## src/rtl/key_scan_ctrl.sv

```systemverilog
// key_scan_ctrl
//   Keyboard scan controller for the POKEY keyboard path. Produces the scan
//   strobe and SKCTL[1:0] for the keyboard scan core, captures key/break
//   events into KBCODE, IRQST[7:6] and SKSTAT[5]/[2], and drives the combined
//   keyboard interrupt request.
//
//   Build option: KEY_OVERRUN_EN
//     defined   - SKSTAT[5] overrun flag is kept, set by a key arriving while
//                 the key interrupt is still pending, cleared by SKRES.
//     undefined - no overrun flop; nSkstat[1] is tied high, wrSkres ignored.
//
//   Ports
//     clk, nReset         system clock, async active-low reset
//     enn                 1.79 MHz phase tick (one clk wide)
//     wrSkctl/wrIrqen/    CPU register write strobes, data on din
//     wrSkres, din
//     setKey, setBreak,   scan-core events and status, kbD valid with setKey
//     keyDown, kbD
//     keybClk             scan strobe, high one enn period every SCAN_DIV ticks
//     SKCTLS              SKCTL[1:0] (bit0 debounce, bit1 scan enable)
//     kbcode              KBCODE register
//     nIrqst              IRQST[7:6] active-low pending (1 = break, 0 = key)
//     nSkstat             {SKSTAT[5] overrun, SKSTAT[2] key down}, active-low
//     nIrq                active-low interrupt, registered AND of nIrqst

module key_scan_ctrl #(
   parameter int SCAN_DIV = 114          // enn ticks per scan step, 4..255
) (
   input  logic       clk,
   input  logic       nReset,
   input  logic       enn,
   input  logic       wrSkctl,
   input  logic       wrIrqen,
   input  logic       wrSkres,
   input  logic [7:0] din,
   input  logic       setKey,
   input  logic       setBreak,
   input  logic       keyDown,
   input  logic [7:0] kbD,
   output logic       keybClk,
   output logic [1:0] SKCTLS,
   output logic [7:0] kbcode,
   output logic [1:0] nIrqst,
   output logic [1:0] nSkstat,
   output logic       nIrq
);

   localparam logic [7:0] SCAN_LAST = 8'(SCAN_DIV - 1);

   logic [7:0] scanCnt;
   logic [1:0] irqEn;        // {IRQEN[7], IRQEN[6]}
   logic [1:0] irqEnNext;
   logic       scanEnNext;
   logic       keyEvt;
   logic       brkEvt;
   logic       keyDownN;
   logic       overrunN;
   logic [3:0] unusedDin;

   assign unusedDin = din[5:2];

   // A write landing on the same edge as an event takes effect first, so a
   // disabling IRQEN write beats a simultaneous key/break.
   assign irqEnNext  = wrIrqen ? din[7:6] : irqEn;
   assign scanEnNext = wrSkctl ? din[1] : SKCTLS[1];
   assign keyEvt     = enn & setKey;
   assign brkEvt     = enn & setBreak;

   assign nSkstat = {overrunN, keyDownN};

   always_ff @(posedge clk or negedge nReset) begin
      if (!nReset) begin
         SKCTLS   <= 2'b00;
         irqEn    <= 2'b00;
         scanCnt  <= 8'd0;
         keybClk  <= 1'b0;
         kbcode   <= 8'h00;
         nIrqst   <= 2'b11;
         keyDownN <= 1'b1;
         nIrq     <= 1'b1;
      end else begin
         if (wrSkctl)
            SKCTLS <= din[1:0];
         irqEn <= irqEnNext;

         if (!SKCTLS[1])
            scanCnt <= 8'd0;
         else if (enn)
            scanCnt <= (scanCnt == SCAN_LAST) ? 8'd0 : scanCnt + 8'd1;

         // Strobe follows counter==0 one clk later; an edge that turns scanning
         // off drops it immediately rather than letting it linger a cycle.
         keybClk <= scanEnNext & SKCTLS[1] & (scanCnt == 8'd0);

         if (keyEvt)
            kbcode <= kbD;

         if (!irqEnNext[0])
            nIrqst[0] <= 1'b1;
         else if (keyEvt)
            nIrqst[0] <= 1'b0;

         if (!irqEnNext[1])
            nIrqst[1] <= 1'b1;
         else if (brkEvt)
            nIrqst[1] <= 1'b0;

         if (enn)
            keyDownN <= ~keyDown;

         nIrq <= &nIrqst;
      end
   end

`ifdef KEY_OVERRUN_EN
   // Overrun: a key lands while the previous key interrupt is still pending
   // and is not being cancelled on this edge. Setting beats a same-edge SKRES.
   always_ff @(posedge clk or negedge nReset) begin
      if (!nReset)
         overrunN <= 1'b1;
      else if (keyEvt & irqEnNext[0] & ~nIrqst[0])
         overrunN <= 1'b0;
      else if (wrSkres)
         overrunN <= 1'b1;
   end
`else
   logic unusedSkres;
   assign unusedSkres = wrSkres;
   assign overrunN    = 1'b1;
`endif

endmodule

```

## config.mk

```make
export PLATFORM = sky130hd
export DESIGN_NAME = key_scan_ctrl
export DESIGN_NICKNAME = d
export VERILOG_FILES = /design/src/rtl/key_scan_ctrl.sv
export SDC_FILE = /design/constraint.sdc
export NUM_CORES = 1
export LEC_CHECK = 0
export ABC_AREA = 1
export CORE_AREA = 8 8 59 61
export CTS_CLUSTER_DIAMETER = 200
export DETAILED_ROUTE_END_ITERATION = 10
export DIE_AREA = 0 0 67 69
export MAX_ROUTING_LAYER = met4
export PLACE_DENSITY_LB_ADDON = 0.3
export SYNTH_ARGS = -nofsm -noshare
export SYNTH_HDL_FRONTEND = slang
export SYNTH_SLANG_ARGS = --single-unit
```

## constraint.sdc

```tcl
create_clock -name clk -period 2 [get_ports clk]
set_clock_uncertainty 0.05 [all_clocks]
set_input_delay 0.6 -clock clk [delete_from_list [all_inputs] [get_ports clk]]
set_output_delay 0.6 -clock clk [all_outputs]
set_load 0.1 [all_outputs]
```

==> impl_metrics.json <==
{
  "multi_input_area_sq_um": 459.2,
  "path_delay_family": "flip-flops",
  "drcViolationCount": 0,
  "drive_above_1_share_pct": 22.54,
  "rows": 19,
  "io_pins": 41,
  "crit_type": "reg2out",
  "outcome": "complete, no violations",
  "critPathLaunchType": "flip-flop",
  "dieArea_sq_um": 4623,
  "grt_pass1_vias": 1038,
  "ys_seq_elements": 25,
  "yosys_warnings": 0,
  "port_buffers": 34,
  "dr.max_layer_used": "met4",
  "setup_tns_ns": 0,
  "power_density_nw_per_um2": 793.8,
  "syn_inst": 135,
  "insertedDiodeCount": 0,
  "grt_overflow": 0,
  "p_leak_nw": 0.8532,
  "hold_buffers": 0,
  "antenna_found_initial": 0,
  "gp_congestion": 0.8873,
  "globalRouteTotalUtil_pct": 12.31,
  "route.met3.wl_microns": 169,
  "grt_pass1_wl_mm": 4.485,
  "wire_per_inst_microns": 12.50,
  "comb_power_share_pct": 39.8,
  "final_util_pct": 65.84,
  "nFillCells": 220,
  "final_common_cell": "nand2_1",
  "m1WireLength_mm": 1.063,
  "period_share_pct": 87.50,
  "hold_slack_ns": 0.4377,
  "clock.fmax_mhz": 571.4,
  "required_ns": 1.35,
  "initial_core_util_pct": 44.55,
  "slew_viol_final": 0,
  "final.min_clock_period_ns": 1.750,
  "cts_tree": "yes",
  "slowest_stage": "dfrtp_1",
  "numCtsBuffers": 3,
  "vias_per_cell": 4.750,
  "total_power_mw": 1.367,
  "ir_drop_mv": 0.6477,
  "synth_area_sq_um": 1165,
  "p_seq_share_pct": 43.9,
  "via_count": 969,
  "setup_ws_ns": 0.2500,
  "path_cells": "buf_12",
  "synth_nets": 163,
  "setup.worst_path.end_class": "primary output",
  "clk_latency_ns": 0.31,
  "final_cell_mix": "nand2_1 (51), dfrtp_1 (21), clkdlybuf4s50_1 (19), buf_12 (15), inv_1 (13)",
  "yosysSeqAreaShare_pct": 54.14,
  "drv_cap": 0,
  "path_clk_slew_ns": 0.14,
  "switching_share_pct": 39.56,
  "final_antenna_net_count": 0,
  "path_max_fanout": 6,
  "hold_path.class": "reg2reg",
  "die_width_microns": 67,
  "hold_viol": 0,
  "internal_power_uw": 826.0,
  "grt_max_degree": 26,
  "nets": 202,
  "dpl.hpwl_mm": 2.102,
  "cts_resized": 0,
  "synthToLayoutAreaGrowth_pct": 47.80,
  "drt_iter0_drc": 26,
  "cts_htree_levels": 1,
  "cts_root_buffer": "clkbuf_4",
  "die-height_microns": 69,
  "worst_ep_arrival_time_ns": 1.10,
  "net-switching-power_uw": 540.6,
  "clock_sinks": 25,
  "drt-total-wl_mm": 2.550,
  "syn_area_per_cell_sq_um": 8.629,
  "critPathMaxStageDelay_ns": 0.56,
  "clock_path_buffers": 2,
  "post-cts-setup-buffers": 0,
  "wl_met2_mm": 1.282,
  "setup_viol": 0,
  "rsz0062_at_grt": "no",
  "synthDistinctLibCells": 20,
  "cp_num_buf_inv": 1,
  "core-area_sq_um": 2615,
  "firstDrtPassIters": 4,
  "ff_latch_area_sq_um": 630.6,
  "post-place-ws_ns": 0.1067,
  "p_clk_share_pct": 16.2
}
[final timing paths]
path                                         from                endpoint  slack (ns)  cells past startpoint
setup / recovery            SKCTLS[1]$_DFFE_PN0P_               SKCTLS[1]        0.25                      1
hold / removal              nIrqst[1]$_DFFE_PN1P_          nIrq$_DFF_PN1_        0.44                      2
setup reg to reg           scanCnt[1]$_DFFE_PN0P_  scanCnt[2]$_DFFE_PN0P_        0.61                      9
hold reg to reg             nIrqst[1]$_DFFE_PN1P_          nIrq$_DFF_PN1_        0.44                      2
max in group asynchronous                  nReset   nIrqst[0]$_DFFE_PN1P_        1.04                      2
min in group asynchronous                  nReset   SKCTLS[0]$_DFFE_PN0P_        0.57                      2
[routing by layer]
| metal | track usage [%] | up-vias |
|---|---|---|
| met5 | - | - |
| met4 | 5.116 | 0 |
| met3 | 4.523 | 4 |
| met2 | 18.94 | 24 |
| met1 | 13.95 | 451 |
| li1 | - | 490 |
[cell usage after synthesis, drive strengths merged]
| master | count | area share, % |
|---|---|---|
| nand4 | 3 | 1.6 |
| inv | 16 | 5.2 |
| dfrtp | 21 | 45 |
| ha | 3 | 3.2 |
| nand2 | 56 | 20 |
| dfstp | 4 | 9.0 |
| o21ai | 5 | 2.8 |
| conb | 1 | 0.32 |
| mux2 | 3 | 2.9 |
| a21oi | 2 | 0.86 |
| nor2 | 11 | 3.8 |
| nor3 | 1 | 0.43 |
| nand3 | 4 | 1.7 |
| buf | 2 | 1.3 |
| xor2 | 3 | 2.3 |
[tightest hold or removal path: cells and delay by family, from the launching register on]
kind,cells,cell delay (ns)
and+or+nand+nor,1,0.06
DFF,1,0.42
buffers and inverters,1,0.03
[state kept, by name (all words and copies together), names as in the netlist]
signal	cells
keyDownN	1
nIrq	1
scanCnt	8
nIrqst	2
irqEn	2
kbcode	8
SKCTLS	2
keybClk	1
[cells by family (layout without fill, tap and decap cells)]
logic type | after synthesis | after routing | synth area share, %
AOI/OAI and AO/OA | 7 | 7 | 3.652
xor gates and xnor gates | 3 | 3 | 2.256
adders and majority gates | 3 | 3 | 3.223
buffers and inverters | 18 | 56 | 6.445
DFF | 25 | 25 | 54.13
muxes | 3 | 3 | 2.900
other | 1 | 1 | 0.3219
and+or+nand+nor | 75 | 75 | 27.07
[power groups by stage]
stage               logic, mW  clock network (mW)  registers, mW
floorplan              0.0895                   0          0.830
global placement        0.542                   0          0.608
detailed placement      0.549                   0          0.610
CTS                     0.550               0.235          0.601
global route            0.569               0.253          0.605
finish                  0.544               0.222          0.601
[stage by stage]
stage | cell area [sq um] | std cells
after floorplan | 1165 | 135
after global placement | 1694 | 200
after detailed placement | 1694 | 200
after CTS | 1722 | 204
after global routing | 1722 | 204
final | 1722 | 204
[layout make-up]
type	instances	share of cell area [%]
sequential	25	36.63
multi-input combinational	92	26.67
timing repair buffer	36	29.36
inverter	16	3.488
tap	31	2.253
clock inverter	1	0.2907
clock buffer	3	1.308
Power figures use the tool's default switching activity.
